`src/rtl/alu_arbiter.sv`:
```
// Two-requester round-robin front end for a shared external ALU.
// One operation in flight at a time: accept in IDLE, sample the ALU in EXEC, hold the response in RESP.
module alu_arbiter (
   input  logic       i_clk,
   input  logic       i_rst,
   input  logic       i_req0_valid,
   input  logic [3:0] i_req0_a,
   input  logic [3:0] i_req0_b,
   input  logic [2:0] i_req0_sel,
   output logic       o_req0_ready,
   input  logic       i_req1_valid,
   input  logic [3:0] i_req1_a,
   input  logic [3:0] i_req1_b,
   input  logic [2:0] i_req1_sel,
   output logic       o_req1_ready,
   output logic [3:0] o_alu_a,
   output logic [3:0] o_alu_b,
   output logic [2:0] o_alu_sel,
   input  logic [3:0] i_alu_res,
   input  logic       i_alu_carry,
   input  logic       i_alu_ovf,
   input  logic       i_alu_zero,
   input  logic       i_alu_sign,
   output logic       o_rsp_valid,
   input  logic       i_rsp_ready,
   output logic       o_rsp_id,
   output logic [3:0] o_rsp_result,
   output logic [3:0] o_rsp_flags,
   output logic [7:0] o_done_cnt,
   output logic [1:0] o_dbg_state
);

   // Handshakes: a transfer happens on a rising edge where valid and ready are both high.
   // Ready never depends on anything but state, valids and the last grant.
   typedef enum logic [1:0] {
      ST_IDLE = 2'd0,
      ST_EXEC = 2'd1,
      ST_RESP = 2'd2
   } state_t;

   state_t r_state;
   logic   r_last_gnt;
   logic   r_gnt_id;
   logic   w_idle;
   logic   w_gnt1;
   logic   w_accept;

   // Requester 1 wins when it is alone, or when both ask and 0 was served last.
   assign w_idle       = (r_state == ST_IDLE);
   assign w_gnt1       = i_req1_valid & (~i_req0_valid | ~r_last_gnt);
   assign w_accept     = w_idle & (i_req0_valid | i_req1_valid);
   assign o_req0_ready = w_idle & i_req0_valid & ~w_gnt1;
   assign o_req1_ready = w_idle & w_gnt1;
   assign o_rsp_valid  = (r_state == ST_RESP);
   assign o_dbg_state  = r_state;

   always_ff @(posedge i_clk or posedge i_rst) begin
      if (i_rst) begin
         r_state      <= ST_IDLE;
         r_last_gnt   <= 1'b1;
         r_gnt_id     <= 1'b0;
         o_alu_a      <= 4'd0;
         o_alu_b      <= 4'd0;
         o_alu_sel    <= 3'd0;
         o_rsp_id     <= 1'b0;
         o_rsp_result <= 4'd0;
         o_rsp_flags  <= 4'd0;
         o_done_cnt   <= 8'd0;
      end else begin
         case (r_state)
            ST_IDLE: begin
               if (w_accept) begin
                  o_alu_a    <= w_gnt1 ? i_req1_a   : i_req0_a;
                  o_alu_b    <= w_gnt1 ? i_req1_b   : i_req0_b;
                  o_alu_sel  <= w_gnt1 ? i_req1_sel : i_req0_sel;
                  r_gnt_id   <= w_gnt1;
                  r_last_gnt <= w_gnt1;
                  r_state    <= ST_EXEC;
               end
            end
            ST_EXEC: begin
               o_rsp_result <= i_alu_res;
               o_rsp_flags  <= {i_alu_carry, i_alu_ovf, i_alu_zero, i_alu_sign};
               o_rsp_id     <= r_gnt_id;
               r_state      <= ST_RESP;
            end
            ST_RESP: begin
               if (i_rsp_ready) begin
                  o_done_cnt <= o_done_cnt + 8'd1;
                  r_state    <= ST_IDLE;
               end
            end
            default: r_state <= ST_IDLE;
         endcase
      end
   end

endmodule

```
`config.mk`:
```
export PLATFORM = sky130hd
export DESIGN_NAME = alu_arbiter
export DESIGN_NICKNAME = d
export VERILOG_FILES = /design/src/rtl/alu_arbiter.sv
export SDC_FILE = /design/constraint.sdc
export NUM_CORES = 1
export LEC_CHECK = 0
export CORE_ASPECT_RATIO = 0.7
export CORE_MARGIN = 1.5
export CORE_UTILIZATION = 25
export DETAILED_ROUTE_END_ITERATION = 6
export PLACE_DENSITY_LB_ADDON = 0.15
export SETUP_SLACK_MARGIN = 0.15
export SLEW_MARGIN = 20
export SYNTH_ARGS = -nofsm -noshare
export SYNTH_HDL_FRONTEND = slang
export SYNTH_SLANG_ARGS = --single-unit
```
`constraint.sdc`:
```
create_clock -name i_clk -period 1.5 [get_ports i_clk]
set_input_delay 0.375 -clock i_clk [delete_from_list [all_inputs] [get_ports i_clk]]
set_output_delay 0.375 -clock i_clk [all_outputs]
set_load 0.02 [all_outputs]
```
==> flow_summary.ini <==
[floorplanning]
die_y_um = 65.8
die_w_um = 92.7
ios = 68
die-area_mm2 = 0.00610
core_area_mm2 = 0.00534
rows = 22
start_util_pct = 26.4

[flow_run]
drv_cap = 0

[detailed_routing]
met2_length_mm = 1.78
drt_wl_total_mm = 3.78
vias_per_cell = 4.31
drtPass1Iterations = 4
wl_met1_mm = 1.68
drc = 0
wl_met3_um = 252
wire_per_inst_um = 14.3
postRouteAntennaNets = 0
top_layer = met4
via_count = 1139
drt-initial-drc-count = 12

[grt]
grt_usage_pct = 13.5
grt_pass1_vias = 1251
grt_first_pass_wirelength_mm = 6.16
grt_start_max_net_pins = 33
grt_overflow = 0
antenna_found_initial = 0

[clock_network]
holdBufCountCts = 0
cts_made_buffers = 5
clk_pin_slew_ns = 0.07
clkSinkCount = 32
max-clock-path-buffers = 2
clkLatencyLatePin_ns = 0.28
h-tree-depth = 2
cts_tree = done
cts_root_buffer = clkbuf_8

[placement]
routabilityCongestion = 0.719
hpwl_mm = 2.54
io_buffers = 67
place_inst = 253
pre_cts_ws_ns = -0.800

[yosys]
synth_cell_type_count = 23
syn_nets = 138
ys_seq_area_share_pct = 56.9
synth_area_mm2 = 0.00141
ys_seq_elements = 32
synth.area.top_cells = dfrtp_1 (55%), mux2_2 (26%), xor2_1 (3.7%)
synth_top_area_share_pct = 55.1
yosys_warnings = 0
avgSynthCellArea_um2 = 13.8
synth_edf_count = 0
async_flop_share_pct = 100
netlist_instances = 102
yosysTopAreaCell = dfrtp_1
dominantRegCellSynth = dfrtp_1

[worst_setup_path]
crit_arrival_ns = 1.25
cp_max_fo = 3
endpoint_kind = output pin
critical_path_class = reg -> out
crit_required_ns = 1.12
start_kind = register

[timing]
timing.slew.headroom_pct = 80.0
fin_ws_ns = -0.128
fin_skew_ns = 0.00671
max_freq_ghz = 0.614
min_period_over_period_pct = 109
tightest_slew_ns = 0.300
min_period_ns = 1.63
hold_viol_final = 0
rsz0062_at_grt = yes
finalSetupTns_ns = -1.02
maxSlewViolCount = 0
setup_viol = 14

[outcome]
status = complete, but fails checks
violations = negative setup slack

[final_layout]
n_antenna_cell = 0
fill_cells = 510
regArea_um2 = 805
final_layout_size_suffix_gt1_share_pct = 53.1
fin_nets = 227
multi_input_area_um2 = 716
final_cells = 264
layout_commonest_cell = clkdlybuf4s50_1
syn_to_final_growth_pct = 74.0
fin_util_pct = 45.9
final_cell_mix = clkdlybuf4s50_1 (32), dfrtp_1 (29), mux2_4 (18)

[power]
powerDensity_mw_per_mm2 = 1940
p_leak_nw = 1.19
p_total_w = 0.00475
peakVddDrop_mv = 0.859

[hold_path]
hold_class = in -> async
==> flip-flops by register name, summed over array words and instances (netlist names) <==
register      count
o_rsp_result      4
o_alu_a           4
o_alu_b           4
r_gnt_id          1
r_last_gnt        1
o_dbg_state       2
o_rsp_id          1
o_alu_sel         3
o_rsp_flags       4
o_done_cnt        8
==> final timing paths <==
path | endpoint | slack [ns] | start | cells past startpoint
min in group i_clk | o_done_cnt[7] | 0.46 | o_done_cnt[7] | 1
max in group asynchronous | r_last_gnt | 0.81 | i_rst | 3
worst min register to register | o_done_cnt[7] | 0.46 | o_done_cnt[7] | 1
worst min-delay path | o_rsp_result[2] | 0.43 | i_rst | 3
worst max-delay path | o_req0_ready | -0.13 | r_last_gnt | 3
worst max register to register | o_alu_a[1] | -0.11 | r_last_gnt | 4
==> power breakdown <==
group,internal (W),switching (W),leakage [nW]
registers,0.00127,0.000240,0.384
logic,0.00133,0.00123,0.760
clock network,0.000374,0.000306,0.0455
total,0.00297,0.00177,1.19
==> synthesized netlist by cell type, drive strengths merged, types with 2 or more instances <==
master  count
mux2       32
dfrtp      31
nand2       6
xor2        6
buf         3
inv         3
nor2        3
nor3        3
nand2b      2
o21ai       2
==> what timing repair did <==
item,4_1_cts,5_1_grt
hold endpoints to repair,0,0
endpoints found under the setup margin,61,53
pin swaps,9,2
gates resized for setup,116,33
gates cloned,0,0
buffers inserted,2,1
==> critical path: stages, from the launching register on <==
cell and delay, ns:
dfstp_2 0.55, a21bo_4 0.14, and3_4 0.18, buf_6 0.11
==> cell type report <==
cell class | instances | area share [%]
flip-flops and latches | 32 | 32.8
repair buffers | 85 | 30.2
well taps | 72 | 3.68
inverters | 3 | 0.459
clock buffers | 8 | 3.68
multi-input cells | 64 | 29.2
==> metrics by stage <==
stage / hold WS (ns) / instance area, um^2
floorplan: 0.438 / 1450
global placement: 0.456 / 2310
detailed placement: 0.460 / 2310
CTS: 0.442 / 2500
global route: 0.461 / 2450
finish: 0.433 / 2450
==> metal layers <==
metal,vias up,track usage [%]
met5,-,0
met4,0,6.25
met3,8,4.37
met2,45,21.3
met1,557,16.8
li1,529,-
==> cells by family (layout without fill, tap and decap cells) <==
| group | count (synthesis) | in the layout | synth area share, % |
|---|---|---|---|
| mux | 32 | 32 | 25.6 |
| flops | 32 | 32 | 56.9 |
| simple gates | 18 | 18 | 6.57 |
| xor+xnor | 7 | 7 | 4.35 |
| compound gates | 6 | 6 | 3.20 |
| buf+inv | 6 | 96 | 2.49 |
| fa+ha+maj | 1 | 1 | 0.888 |
Power figures use the tool's default switching activity.
